File: src/rtl/mix_columns_seq_pkg.sv
// Shared AES definitions for the column-serial MixColumns stage:
// FSM encodings, state geometry and the GF(2^8) doubling helper.
package aes_defs;

    typedef enum logic [1:0] {
        IDLE = 2'd0,
        BUSY = 2'd1,
        DONE = 2'd2
    } mc_state_e;

    localparam int AES_COLS    = 4;
    localparam int AES_STATE_W = 128;

    localparam logic [7:0] GF_POLY = 8'h1b;

    function automatic logic [7:0] xtime(input logic [7:0] x);
        xtime = {x[6:0], 1'b0} ^ (x[7] ? GF_POLY : 8'h00);
    endfunction

endpackage

File: src/rtl/mix_single_column.sv
// Combinational MixColumns of one 32-bit column; a0 sits in the top byte.
// Four doublings are shared: 3x is formed as 2x ^ x.
module mix_single_column
    import aes_defs::*;
(
    input  logic [31:0] col_i,
    output logic [31:0] col_o
);

    logic [7:0] a0, a1, a2, a3;
    logic [7:0] d0, d1, d2, d3;

    assign a0 = col_i[31:24];
    assign a1 = col_i[23:16];
    assign a2 = col_i[15:8];
    assign a3 = col_i[7:0];

    assign d0 = xtime(a0);
    assign d1 = xtime(a1);
    assign d2 = xtime(a2);
    assign d3 = xtime(a3);

    assign col_o[31:24] = d0 ^ (d1 ^ a1) ^ a2 ^ a3;
    assign col_o[23:16] = a0 ^ d1 ^ (d2 ^ a2) ^ a3;
    assign col_o[15:8]  = a0 ^ a1 ^ d2 ^ (d3 ^ a3);
    assign col_o[7:0]   = (d0 ^ a0) ^ a1 ^ a2 ^ d3;

endmodule

File: src/rtl/mix_columns_seq.sv
// Column-serial AES MixColumns: load a state, mix one column per cycle,
// then hold the result until downstream takes it. Bypass skips mixing.
module mix_columns_seq
    import aes_defs::*;
(
    input  logic                   clk,
    input  logic                   rst,
    input  logic                   in_valid,
    output logic                   in_ready,
    input  logic [AES_STATE_W-1:0] in_data,
    input  logic                   in_bypass,
    output logic                   out_valid,
    input  logic                   out_ready,
    output logic [AES_STATE_W-1:0] out_data
);

    mc_state_e              state_q, state_d;
    logic [AES_STATE_W-1:0] data_q, data_d;
    logic [1:0]             col_q, col_d;
    logic                   byp_q, byp_d;

    logic [31:0] mix_in;
    logic [31:0] mix_out;

    always_comb begin
        mix_in = data_q[127:96];
        unique case (col_q)
            2'd0: mix_in = data_q[127:96];
            2'd1: mix_in = data_q[95:64];
            2'd2: mix_in = data_q[63:32];
            2'd3: mix_in = data_q[31:0];
            default: mix_in = data_q[127:96];
        endcase
    end

    mix_single_column u_mix (
        .col_i (mix_in),
        .col_o (mix_out)
    );

    always_comb begin
        state_d = state_q;
        data_d  = data_q;
        col_d   = col_q;
        byp_d   = byp_q;
        unique case (state_q)
            IDLE: begin
                if (in_valid) begin
                    data_d  = in_data;
                    col_d   = 2'd0;
                    byp_d   = in_bypass;
                    state_d = in_bypass ? DONE : BUSY;
                end
            end
            BUSY: begin
                unique case (col_q)
                    2'd0: data_d[127:96] = mix_out;
                    2'd1: data_d[95:64]  = mix_out;
                    2'd2: data_d[63:32]  = mix_out;
                    2'd3: data_d[31:0]   = mix_out;
                    default: data_d = data_q;
                endcase
                // col parks at 3; only a fresh load rewinds it
                if (col_q == 2'd3 || byp_q) begin
                    state_d = DONE;
                end else begin
                    col_d = col_q + 2'd1;
                end
            end
            DONE: begin
                if (out_ready) begin
                    state_d = IDLE;
                end
            end
            default: state_d = IDLE;
        endcase
    end

    always_ff @(posedge clk or posedge rst) begin
        if (rst) begin
            state_q <= IDLE;
            data_q  <= '0;
            col_q   <= 2'd0;
            byp_q   <= 1'b0;
        end else begin
            state_q <= state_d;
            data_q  <= data_d;
            col_q   <= col_d;
            byp_q   <= byp_d;
        end
    end

    assign in_ready  = (state_q == IDLE);
    assign out_valid = (state_q == DONE);
    assign out_data  = data_q;

endmodule
File: config.mk
export PLATFORM = sky130hd
export DESIGN_NAME = mix_columns_seq
export DESIGN_NICKNAME = d
export VERILOG_FILES = /design/src/rtl/mix_columns_seq_pkg.sv /design/src/rtl/mix_single_column.sv /design/src/rtl/mix_columns_seq.sv
export SDC_FILE = /design/constraint.sdc
export NUM_CORES = 1
export LEC_CHECK = 0
export ABC_AREA = 1
export CAP_MARGIN = 20
export CORE_MARGIN = 2
export CORE_UTILIZATION = 65
export DETAILED_ROUTE_END_ITERATION = 10
export DONT_BUFFER_PORTS = 1
export GPL_ROUTABILITY_DRIVEN = 1
export PLACE_DENSITY_LB_ADDON = 0.05
export SETUP_SLACK_MARGIN = 0.5
export SYNTH_ARGS = -nofsm -noshare
export SYNTH_HDL_FRONTEND = slang
export SYNTH_SLANG_ARGS = --single-unit
File: constraint.sdc
create_clock -name clk -period 5 [get_ports clk]
set_input_delay 0.75 -clock clk [delete_from_list [all_inputs] [get_ports clk]]
set_output_delay 0.75 -clock clk [all_outputs]
set_load 0.02 [all_outputs]
# Word level (Yosys, flattened, before mapping)
# Index checks and enable logic that the tools add are counted.
classes:
  n_reduce_logical: 11
  n_lt_le_gt_ge: 0
  add_sub_neg: 1
  n_mux: 19
  eq_ne: 13
  mul: 0
  bitwise: 20
  div: 0
  shifts: 0
ops:
  columns: ["operator", "n"]
  rows:
  - ["128-bit case mux with 2 select lines", 1]
  - ["8-bit XOR", 20]
  - ["128-bit 2-to-1 mux", 1]
  - ["32-bit 2-to-1 mux", 4]
  - ["32-bit case mux with 4 select lines", 1]
  - ["5-bit 2-to-1 mux", 4]
  - ["3-bit AND reduction", 6]
  - ["2-bit 2-to-1 mux", 6]
  - ["2-bit by 1-bit != test with 1-bit output, second input constant", 4]
  - ["2-bit != test, second input constant", 4]
  - ["2-bit == test, second input constant", 3]
  - ["2-bit case mux with 3 select lines", 1]
  - ["2-bit by 1-bit == test with 1-bit output, second input constant", 2]
  - ["2-bit zero test", 2]
  - ["2-bit case mux with 2 select lines", 1]
  - ["2-bit by 1-bit adder with 2-bit output, second input constant", 1]
  - ["2-bit AND reduction", 1]
  - ["2-bit nonzero test", 1]
  - ["1-bit logical OR", 1]
word_totals:
  mem_bits_ro: 0
  latch_bits: 0
  inputBits: 133
  out_inout_bits: 130
  wordCells: 71
  mem_bits_rw: 0
  regBits: 133
  mem_count: 0

# Logic depth before layout (Yosys ltp)
depth:
  ltp_word: 10
  depth_mapped: 17
  ltp_nobuf: 15

# Hierarchy
# A second synthesis with hierarchy kept.
hier_totals:
  hier_cells: 1588
  area_unflattened_um2: 9541.7
modules_own_cells:
  columns: ["mod", "area_each_um2", "cells_per_inst", "instances", "seq_area_each_um2"]
  rows:
  - ["mix_columns_seq", 7532.2, 1152, 1, 3328.2]
  - ["mix_single_column", 2009.4, 436, 1, 0.0]

# Least setup slack after synthesis
# Ideal clock, no wire load.
synth_path:
  path_type: "register -> register"
  from: "reg col_q[0]"
  to: "reg data_q[1] (netlist: out_data[1])"
  required_time_ps: 4874
  path_buffers: 1
  slack_ps: 3060
  setup_ps: 126
  path_stages_with_launch: 14
  synth_period_minus_slack_ps: 1940
  arrival_time_ps: 1814
  path_cell_list: "dfrtp_1 inv_1 ha_1 inv_4 buf_6 nand2_1 o21bai_1 nand2_1 nand2_1 nand2_1 nand2_1 nand2_1 nand3_1 a21oi_1"
synth_via:
  elab_chain_cells: 10
  elab_cells_between_ends: 17
  cone_classes: "4 x eq/ne; 5 x mux; 6 x bitwise; 2 x reduce/logical"
synth_lines:
  columns: ["element", "line_no", "rtl"]
  rows:
  - ["start, declared", "mix_columns_seq.sv:19", "logic [1:0] col_q, col_d;"]
  - ["start signal, assigned", "mix_columns_seq.sv:88", "col_q <= col_d;"]
  - ["2-bit == test, or another cell as far along", "mix_columns_seq.sv:27, mix_columns_seq.sv:56", null]
  - ["32-bit case mux with 4 select lines", "mix_columns_seq.sv:27", "unique case (col_q)"]
  - ["5-bit 2-to-1 mux", "mix_columns_seq_pkg.sv:17", "xtime = {x[6:0], 1'b0} ^ (x[7] ? GF_POLY : 8'h00);"]
  - ["8-bit XOR", "mix_columns_seq_pkg.sv:17", null]
  - ["8-bit XOR (4 in a row)", "mix_single_column.sv:26", "assign col_o[7:0] = (d0 ^ a0) ^ a1 ^ a2 ^ d3;"]
  - ["32-bit 2-to-1 mux", "mix_columns_seq.sv:56", "unique case (col_q)"]
  - ["128-bit case mux with 2 select lines", "mix_columns_seq.sv:46", "unique case (state_q)"]
  - ["end signal, assigned", "mix_columns_seq.sv:87", "data_q <= data_d;"]
  - ["end, declared", "mix_columns_seq.sv:18", "logic [AES_STATE_W-1:0] data_q, data_d;"]
# Several ways; a longest one is shown, not always the timed one. The select of a mux whose other input is x is not followed.
# A chain may end at the register's enable or synchronous reset.

# Worst setup path in the final report
layout_path:
  from: "reg col_q[1]"
  to: "reg data_q[36] (netlist: out_data[36])"
layout_via:
  elab_chain_cells: 10
  elab_cells_between_ends: 17
  cone_classes: "4 x eq/ne; 5 x mux; 6 x bitwise; 2 x reduce/logical"
layout_lines:
  columns: ["element", "line_no"]
  rows:
  - ["2-bit == test, or another cell as far along", "mix_columns_seq.sv:27"]
  - ["32-bit case mux with 4 select lines", "mix_columns_seq.sv:27"]
  - ["5-bit 2-to-1 mux", "mix_columns_seq_pkg.sv:17"]
  - ["8-bit XOR", "mix_columns_seq_pkg.sv:17"]
  - ["8-bit XOR (4 in a row)", "mix_single_column.sv:26"]
  - ["32-bit 2-to-1 mux", "mix_columns_seq.sv:56"]
  - ["128-bit case mux with 2 select lines", "mix_columns_seq.sv:46"]
# Several ways; a longest one is shown, not always the timed one. The select of a mux whose other input is x is not followed.

==> impl_metrics.tcl <==
set metrics [dict create \
    outcome "finished, final reports clean" \
    clock-skew-final_ns 0.00521 \
    gp_congestion 0.914 \
    root_buffer "clkbuf_16" \
    final_antenna_net_count 0 \
    syn2layout_area_growth_pct 6.54 \
    worstPathMaxFanout 18 \
    synth_area_mm2 0.00987 \
    antenna_found_initial 0 \
    synth-seq-area-share_pct 33.7 \
    grtUsageMet2_pct 60.2 \
    tns_ns 0 \
    grt_first_pass_wirelength_mm 47.3 \
    clkSinkCount 133 \
    slowest_delay_ns 0.60 \
    r2r_start "col_q[1]" \
    grt_setup_unrepaired "false" \
    synth_commonest_cells "nand2_1, nor2_1, inv_1" \
    ctsHoldBuffers 0 \
    clockBufferDepth 2 \
    crit_chain "inv_1 -> ha_1 -> buf_4 -> nand2_1 -> nand2_1 -> nor2_1 -> nor2_2 -> nand2_1 -> nand2_1 -> nand2_1 -> nand3_1 -> nand3_1 -> a21oi_1" \
    cts_resized 0 \
    cp-end-kind "register" \
    hpwlAfterDp_mm 21.2 \
    slew_headroom_pct 37.3 \
    cts_tree "done" \
    worst_pin_slew_ns 0.940 \
    start_util_pct 65.7 \
    drv_cap 0 \
    yosys.area.top_type "dfrtp_1" \
    hold_path.class "input port to asynchronous set/reset pin" \
    worstPathArrival_ns 3.40 \
    drc_errors 0 \
    setup-violations-final 0 \
    core-area_mm2 0.0150 \
    synth_ff_type "dfrtp_1" \
    postSynthAreaPerCell_um2 6.01 \
    wl_mm 29.1 \
    drv_slew 0 \
    grtUsageMet3_pct 8.21 \
    period_needed_ns 3.06 \
    drive_gt1_share_pct 7.81 \
    rows 45 \
    die_area_mm2 0.0162 \
    critPathKind "register to register" \
    grt_pass1_vias 9492 \
    critPathMostFrequentCell "nand2_1" \
    grt-busiest-layer "met2" \
    synth_nets 1780 \
    r2r_end "out_data[36]" \
    r2r_setup_slack_ns 1.94 \
    drt_iter0_drc 818 \
    die_w_um 127 \
    start_kind "register" \
    yosysWarnings 0 \
    io_buffers 0 \
    synth.most_common_cell "nand2_1" \
    crit_slowest_cell "ha_1" \
    pin_count 263 \
    synth.distinct_cells 34 \
    grt_util_all_layers_pct 36.5 \
    path_clk_slew_ns 0.06 \
    overflow 0 \
    synth-seq-cells 133 \
    cp.required_ns 5.34 \
    grt_max_degree 104 \
    synth_area_leaders "dfrtp_1, nand2_1, nor2_1" \
    fmax_mhz 327 \
    synth_edf_count 0 \
    synthCells 1643 \
    vias 10111 \
    final_nets 1751 \
    async_flop_share_pct 100 \
    fin_crit_sh_pct 61.2 \
    rr_worst_depth 13 \
    clk_latency_ns 0.43 \
    die-height_um 127 \
    cts_htree_levels 4 \
    insertedDiodeCount 0 \
    cts_buffers 17 \
    viasPerCell 5.57 \
    drt-pass1-iter-count 6 \
    avgRoutedWirePerCell_um 16.1 \
    hold_viol 0 \
    cts_setup_buffers 0 \
    synth_top_cell_area_share_pct 33.7 \
    grt_use_met1_pct 47.7 \
]
[through the flow]
stage	cells	setup WS (ns)	hold WS, ns	utilization (%)	area, µm²
after CTS	1814	2.01	0.426	70.0	10500
after global routing	1814	1.72	0.453	70.0	10500
after detailed placement	1783	2.08	0.502	66.0	9920
after global placement	1783	2.11	0.490	66.0	9920
after floorplan	1643	0.696	0.481	-	9870
final	1814	1.94	0.394	70.0	10500
[layer usage]
layer / vias to the layer above / part of all wire [%]
met4: 0 / 2.1
met1: 4669 / 42
met5: - / 0
met2: 448 / 47
met3: 48 / 9.0
li1: 4946 / -
[state kept, by name, summed over array words and instances, names as in the netlist]
register / cells
byp_q: 1
out_data: 128
state_q: 2
col_q: 2
[placed cells by master (no fill, tap or decap), types with 4 or more instances in the layout]
cell	netlist	final
nand3_1	59	59
o21ai_0	4	4
a21oi_1	132	132
o21bai_2	13	13
ha_1	4	4
nor2_4	12	12
clkinv_2	0	4
dfrtp_1	133	133
clkbuf_16	0	17
o21bai_4	4	4
inv_1	164	162
nor2_1	185	185
nor2_2	19	19
nand3_2	15	15
buf_4	2	11
xnor2_1	4	4
nand2_1	804	801
o21bai_1	5	5
nand2_2	5	8
[cell type report]
cell class / instances / area (µm²)
clock buffer: 18 / 439
clock inverter: 13 / 159
fill: 1370 / 4510
inverter: 168 / 641
multi-input combinational: 1283 / 5630
sequential: 133 / 3330
tap: 188 / 235
timing repair buffer: 11 / 82.6
[how the worst max path moves through the flow]
stage | from | endpoint | slack, ns | cells past startpoint
after CTS | col_q[1] | out_data[97] | 2.01 | 14
after global placement | col_q[1] | out_data[65] | 2.11 | 14
after detailed placement | col_q[1] | out_data[108] | 2.08 | 14
final | col_q[1] | out_data[36] | 1.94 | 13
after global routing | col_q[0] | out_data[107] | 1.72 | 13
after floorplan | rst | byp_q | 0.70 | 1
[logic make-up (layout without fill, tap and decap cells)]
family | count (synthesis) | in the layout | synth area share (%)
AO/OA/AOI/OAI | 165 | 165 | 10.1
XOR/XNOR | 6 | 6 | 0.532
adder cells (fa/ha/maj) | 4 | 4 | 0.507
buffers and inverters | 227 | 210 | 9.38
flip-flops | 133 | 133 | 33.7
multiplexers | 1 | 1 | 0.114
AND/OR/NAND/NOR | 1107 | 1107 | 45.7
[critical path: cells and delay by family, from the launching register on]
family                     cells  cell delay (ns)
DFF                            1             0.40
and+or+nand+nor                9             1.24
adders and majority gates      1             0.60
AOI/OAI and AO/OA              1             0.23
buffers and inverters          2             0.50
Power is left out: the tool's default activity adds up to more than one toggle a clock period on the data nets, which glitch-free logic cannot reach.
